$ cat src/rtl/rom_stream_loader_if.sv
// Byte-stream input handshake plus ROM write strobes and status for rom_stream_loader.
interface rom_stream_loader_if;
  logic       in_valid;
  logic [7:0] in_data;
  logic       in_ready;
  logic       wr_en;
  logic [7:0] wr_addr;
  logic [7:0] wr_data;
  logic       busy;
  logic       done;
  logic       err;

  modport master (
    output in_valid, in_data,
    input  in_ready, wr_en, wr_addr, wr_data, busy, done, err
  );

  modport slave (
    input  in_valid, in_data,
    output in_ready, wr_en, wr_addr, wr_data, busy, done, err
  );
endinterface

$ cat src/rtl/rom_stream_loader.sv
// Frame parser (SYNC, ADDR, LEN, DATA.., CHK) feeding ROM byte writes one cycle after each accepted data byte.
// Backpressure: in_ready drops only for the single RESULT cycle; in_valid low stalls in place.
module rom_stream_loader #(
  parameter logic [7:0]  SYNC_BYTE = 8'hA5,
  parameter logic [15:0] TIMEOUT   = 16'd50000
) (
  input logic          clk,
  input logic          rst_n,
  rom_stream_loader_if.slave bus
);

  localparam logic [2:0] S_IDLE   = 3'd0;
  localparam logic [2:0] S_ADDR   = 3'd1;
  localparam logic [2:0] S_LEN    = 3'd2;
  localparam logic [2:0] S_DATA   = 3'd3;
  localparam logic [2:0] S_CHK    = 3'd4;
  localparam logic [2:0] S_RESULT = 3'd5;

  logic [2:0]  state;
  logic [7:0]  addr_q;
  logic [8:0]  cnt_q;
  logic [7:0]  sum_q;
  logic [15:0] to_cnt;
  logic        wr_en_q;
  logic [7:0]  wr_addr_q;
  logic [7:0]  wr_data_q;
  logic        done_q;
  logic        err_q;
  logic        accept;
  logic        in_frame;

  assign bus.in_ready = (state != S_RESULT);
  assign bus.busy     = (state != S_IDLE);
  assign bus.wr_en    = wr_en_q;
  assign bus.wr_addr  = wr_addr_q;
  assign bus.wr_data  = wr_data_q;
  assign bus.done     = done_q;
  assign bus.err      = err_q;

  assign accept   = bus.in_valid && bus.in_ready;
  assign in_frame = (state == S_ADDR) || (state == S_LEN) ||
                    (state == S_DATA) || (state == S_CHK);

  always_ff @(posedge clk or negedge rst_n) begin
    if (!rst_n) begin
      state     <= S_IDLE;
      addr_q    <= 8'h00;
      cnt_q     <= 9'd0;
      sum_q     <= 8'h00;
      to_cnt    <= 16'd0;
      wr_en_q   <= 1'b0;
      wr_addr_q <= 8'h00;
      wr_data_q <= 8'h00;
      done_q    <= 1'b0;
      err_q     <= 1'b0;
    end else begin
      wr_en_q <= 1'b0;
      done_q  <= 1'b0;

      // Idle timer only runs mid-frame; any accepted byte restarts it.
      if (in_frame && !accept) begin
        if (TIMEOUT != 16'd0) begin
          to_cnt <= to_cnt + 16'd1;
        end
      end else begin
        to_cnt <= 16'd0;
      end

      case (state)
        S_IDLE: begin
          if (accept && bus.in_data == SYNC_BYTE) begin
            state <= S_ADDR;
            err_q <= 1'b0;
          end
        end
        S_ADDR: begin
          if (accept) begin
            addr_q <= bus.in_data;
            sum_q  <= bus.in_data;
            state  <= S_LEN;
          end
        end
        S_LEN: begin
          if (accept) begin
            cnt_q <= (bus.in_data == 8'h00) ? 9'd256 : {1'b0, bus.in_data};
            sum_q <= sum_q + bus.in_data;
            state <= S_DATA;
          end
        end
        S_DATA: begin
          if (accept) begin
            sum_q     <= sum_q + bus.in_data;
            wr_en_q   <= 1'b1;
            wr_addr_q <= addr_q;
            wr_data_q <= bus.in_data;
            addr_q    <= addr_q + 8'h01;
            cnt_q     <= cnt_q - 9'd1;
            if (cnt_q == 9'd1) begin
              state <= S_CHK;
            end
          end
        end
        S_CHK: begin
          // done/err are registered here so they are visible during RESULT.
          if (accept) begin
            done_q <= 1'b1;
            err_q  <= (bus.in_data != sum_q);
            state  <= S_RESULT;
          end
        end
        S_RESULT: begin
          state <= S_IDLE;
        end
        default: begin
          state <= S_IDLE;
        end
      endcase

      if (in_frame && !accept && TIMEOUT != 16'd0 && to_cnt == TIMEOUT - 16'd1) begin
        state  <= S_IDLE;
        err_q  <= 1'b1;
        to_cnt <= 16'd0;
      end
    end
  end

endmodule

$ cat src/flat_wrapper.sv
// flat-port wrapper written by rule: the top's interface ports become plain ports
module rom_stream_loader_flat 
#(
  parameter logic [7:0]  SYNC_BYTE = 8'hA5,
  parameter logic [15:0] TIMEOUT   = 16'd50000
)
  (clk, rst_n, bus_in_valid, bus_in_data, bus_in_ready, bus_wr_en, bus_wr_addr, bus_wr_data, bus_busy, bus_done, bus_err);
  rom_stream_loader_if bus_i ();
  input logic clk;
  input logic rst_n;
  input wire logic [$bits(bus_i.in_valid)-1:0] bus_in_valid;
  input wire logic [$bits(bus_i.in_data)-1:0] bus_in_data;
  output wire logic [$bits(bus_i.in_ready)-1:0] bus_in_ready;
  output wire logic [$bits(bus_i.wr_en)-1:0] bus_wr_en;
  output wire logic [$bits(bus_i.wr_addr)-1:0] bus_wr_addr;
  output wire logic [$bits(bus_i.wr_data)-1:0] bus_wr_data;
  output wire logic [$bits(bus_i.busy)-1:0] bus_busy;
  output wire logic [$bits(bus_i.done)-1:0] bus_done;
  output wire logic [$bits(bus_i.err)-1:0] bus_err;
  assign bus_i.in_valid = bus_in_valid;
  assign bus_i.in_data = bus_in_data;
  assign bus_in_ready = bus_i.in_ready;
  assign bus_wr_en = bus_i.wr_en;
  assign bus_wr_addr = bus_i.wr_addr;
  assign bus_wr_data = bus_i.wr_data;
  assign bus_busy = bus_i.busy;
  assign bus_done = bus_i.done;
  assign bus_err = bus_i.err;
  rom_stream_loader #(.SYNC_BYTE(SYNC_BYTE), .TIMEOUT(TIMEOUT)) u_core (.clk(clk), .rst_n(rst_n), .bus(bus_i));
endmodule
$ cat config.mk
export PLATFORM = sky130hd
export DESIGN_NAME = rom_stream_loader_flat
export DESIGN_NICKNAME = d
export VERILOG_FILES = /design/src/rtl/rom_stream_loader_if.sv /design/src/rtl/rom_stream_loader.sv /design/src/flat_wrapper.sv
export SDC_FILE = /design/constraint.sdc
export NUM_CORES = 1
export LEC_CHECK = 0
export BUFFER_PORTS_ARGS = -buffer_cell sky130_fd_sc_hd__buf_4
export CAP_MARGIN = 15
export CELL_PAD_IN_SITES_DETAIL_PLACEMENT = 0
export CELL_PAD_IN_SITES_GLOBAL_PLACEMENT = 1
export CORE_UTILIZATION = 42
export DETAILED_ROUTE_END_ITERATION = 6
export MAX_ROUTING_LAYER = met4
export PLACE_DENSITY = 0.78
export SYNTH_ARGS = -nofsm -noshare
export SYNTH_HDL_FRONTEND = slang
export SYNTH_SLANG_ARGS = --single-unit
$ cat constraint.sdc
create_clock -name clk -period 1.8 [get_ports clk]
set_input_delay 0.36 -clock clk [delete_from_list [all_inputs] [get_ports clk]]
set_output_delay 0.36 -clock clk [all_outputs]
set_load 0.02 [all_outputs]
==> qor.yml <==
cellLeakagePower_nw: 2.00
drive_gt1_share_pct: 25.8
nets: 463
synth_cells: 376
start_util_pct: 43.1
syn_area_mm2: 0.00352
maxSlewHeadroom_pct: 74.1
multiInputGateArea_mm2: 0.00184
firstDrtPassIters: 4
critPathTopFamily: "compound AO/OA/AOI/OAI gates"
critPathSlowestCell: "dfrtp_1"
die_height_um: 93.5
synth_top_area_cell: "dfrtp_1"
hold_slack_ns: 0.316
outcome: "complete, but fails checks"
cp.depth: 9
cts.reportedPaths.clkPinSlew_ns: 0.07
dr_total_vias: 2918
die_area_mm2: 0.00875
wl_mm: 8.06
ctsLongestPathBuffers: 2
wl_per_cell_um: 14.7
core_area_mm2: 0.00818
fmax_ghz: 0.510
portBuffers: 31
cp.arrival_ns: 2.19
gp_congestion: 0.836
pre_cts_ws_ns: -0.267
fin_crit_ns: 1.96
required_ns: 2.03
fp.dieW_um: 93.5
syn_to_final_growth_pct: 23.8
avgSynthCellArea_um2: 9.36
grt_pass1_vias: 2744
worstPathCellList: "ha_2, inv_2, fa_2, nor2b_4, o31a_1, o21a_1, or3_1, a31oi_1, o21ai_1"
synth-seq-cells: 63
clkLatencyLatePin_ns: 0.35
seq_area_mm2: 0.00158
first_iter_violations: 139
viasPerCell: 5.31
grt_max_degree: 40
htree_num_levels: 3
setup_violations: 3
critPathLaunchType: "register"
synth_nets: 399
hold_depth: 2
clock-sinks: 63
cap_viol_max_count: 0
cts_root_buf: "clkbuf_8"
synth-edff-count: 0
grt-ovfl-total: 0
seq_area_frac_synth_pct: 44.8
crit_path_max_fanout: 2
grt_antenna_before_repair: 0
final.setup.worst_slack_ns: -0.162
place_inst: 530
violations: "negative setup slack"
hold_path.class: "in -> reg"
post-dp-hpwl_mm: 5.78
grt_first_pass_wirelength_mm: 13.3
rsz0062_at_grt: "yes"
cts_inserted_buffers: 9
n_fill_cell: 755
finalClockSkew_ns: 0.00796
synthTopCellsByArea: "dfrtp_1 45%, mux2_4 5.1%, nor2_1 5.0%"
row_count: 33
cts_tree: "yes"
route.detailed.drc: 0
r2r_cells: 9
crit_buf_inv: 1
ir_drop_uv: 771
powerDensity_mw_per_mm2: 1610
slew_viol_final: 0
grt_usage_pct: 20.5
critical_path_class: "reg -> reg"
ant_nets: 0
tightest_slew_ns: 0.387
hold_viol_final: 0
period_share_pct: 109
ys_warn_count: 0
fin_cells: 550
synth_top_area_share_pct: 44.8
cp-end-kind: "register"
ys_types: 55
io_pins: 32
insertedDiodeCount: 0
critical-path-max-stage-delay_ns: 0.38
dominantRegCellSynth: "dfrtp_1"
async_flop_share_pct: 100
[cells in the mapped netlist (5+ instances only)]
master,count
nor3_1,13
a21oi_1,26
clkbuf_1,6
and2_1,5
a31oi_1,8
xnor2_1,6
o21ai_0,29
nand2_1,34
and3_1,5
nand3_1,12
dfrtp_1,63
mux2_4,12
inv_1,11
buf_2,7
xor2_1,11
nor2_1,47
ha_1,11
o22ai_1,5
[per-layer routing]
metal  share of wire (%)  track usage, %  wire length, µm  vias to the layer above
met5                   0               -                0                        -
met4                 1.4            4.36              113                        0
met3                 3.7            5.37              296                       10
met2                  46            32.2             3710                       51
met1                  49            26.7             3940                     1401
li1                    -               -                -                     1456
[layout make-up]
class	count	share of cell area (%)
repair buffers	70	13.2
flip-flops and latches	63	36.2
multi-input cells	285	42.3
clock buffers	10	2.93
well taps	105	3.01
clock inverters	6	1.41
inverters	11	0.947
[through the flow]
stage | util, % | instance area (µm²) | setup TNS [ns] | total power, mW
floorplan | - | 3530 | -0.0714 | 4.56
global route | 53.3 | 4360 | -0.705 | 7.56
global placement | 50.2 | 4100 | -0.587 | 5.66
detailed placement | 50.2 | 4100 | -0.694 | 5.72
CTS | 52.9 | 4320 | -0.271 | 6.98
finish | 53.3 | 4360 | -0.363 | 6.99
[sequential cells by signal, indices dropped and copies added, names as in the netlist]
signal,count
u_core.state,3
u_core.bus.wr_addr,8
u_core.to_cnt,16
u_core.bus.done,1
u_core.addr_q,8
u_core.bus.wr_data,8
u_core.cnt_q,9
u_core.bus.err,1
u_core.bus.wr_en,1
u_core.sum_q,8
[power breakdown]
part / leakage (nW) / internal [mW] / switching (mW) / total, mW
clock: 0.0960 / 0.634 / 0.565 / 1.20
combinational: 1.11 / 1.72 / 1.76 / 3.47
sequential: 0.788 / 1.92 / 0.403 / 2.32
[worst reg2reg max path: cells and delay by family (launching register included)]
family | cells | cell delay [ns]
and+or+nand+nor | 2 | 0.34
DFF | 1 | 0.38
buffers and inverters | 1 | 0.06
adders and majority gates | 2 | 0.42
AOI/OAI and AO/OA | 4 | 0.65
[cell families (layout without fill, tap and decap cells)]
group	count (synthesis)	after routing	synth area share, %
simple gates	149	149	21.0
compound gates	90	90	15.0
flops	63	63	44.8
buf+inv	28	97	3.87
xor+xnor	17	17	4.23
mux	17	17	6.61
fa+ha+maj	12	12	4.48
[worst paths after layout]
kind	start	to	slack [ns]
max	u_core.sum_q[0]	u_core.sum_q[6]	-0.16
min reg2reg	u_core.to_cnt[0]	u_core.to_cnt[0]	0.45
max in group asynchronous	rst_n	u_core.cnt_q[0]	0.81
max reg2reg	u_core.sum_q[0]	u_core.sum_q[6]	-0.16
min	bus_in_valid	u_core.sum_q[3]	0.32
min in group asynchronous	rst_n	u_core.to_cnt[15]	0.46
[layout by cell type (no fill, tap or decap), types with 4 or more instances in the layout]
cell type,n
buf_4,63
dfrtp_1,62
nor2_1,46
nand2_1,34
o21ai_0,27
a21oi_1,26
nor3_1,13
nand3_1,12
mux2_4,12
xor2_1,11
inv_1,10
ha_1,10
clkbuf_8,9
a31oi_1,8
xnor2_1,6
and2_1,5
and3_1,5
o22ai_1,5
o21ai_1,4
nor4_1,4
nand4_1,4
[timing repair]
item,4_1_cts,5_1_grt
hold buffers,1,0
endpoints found under the hold margin,24,0
setup endpoints to repair,4,5
pin swaps,1,9
buffers inserted,0,5
resized for setup,5,6
(Power assumes the default switching activity.)
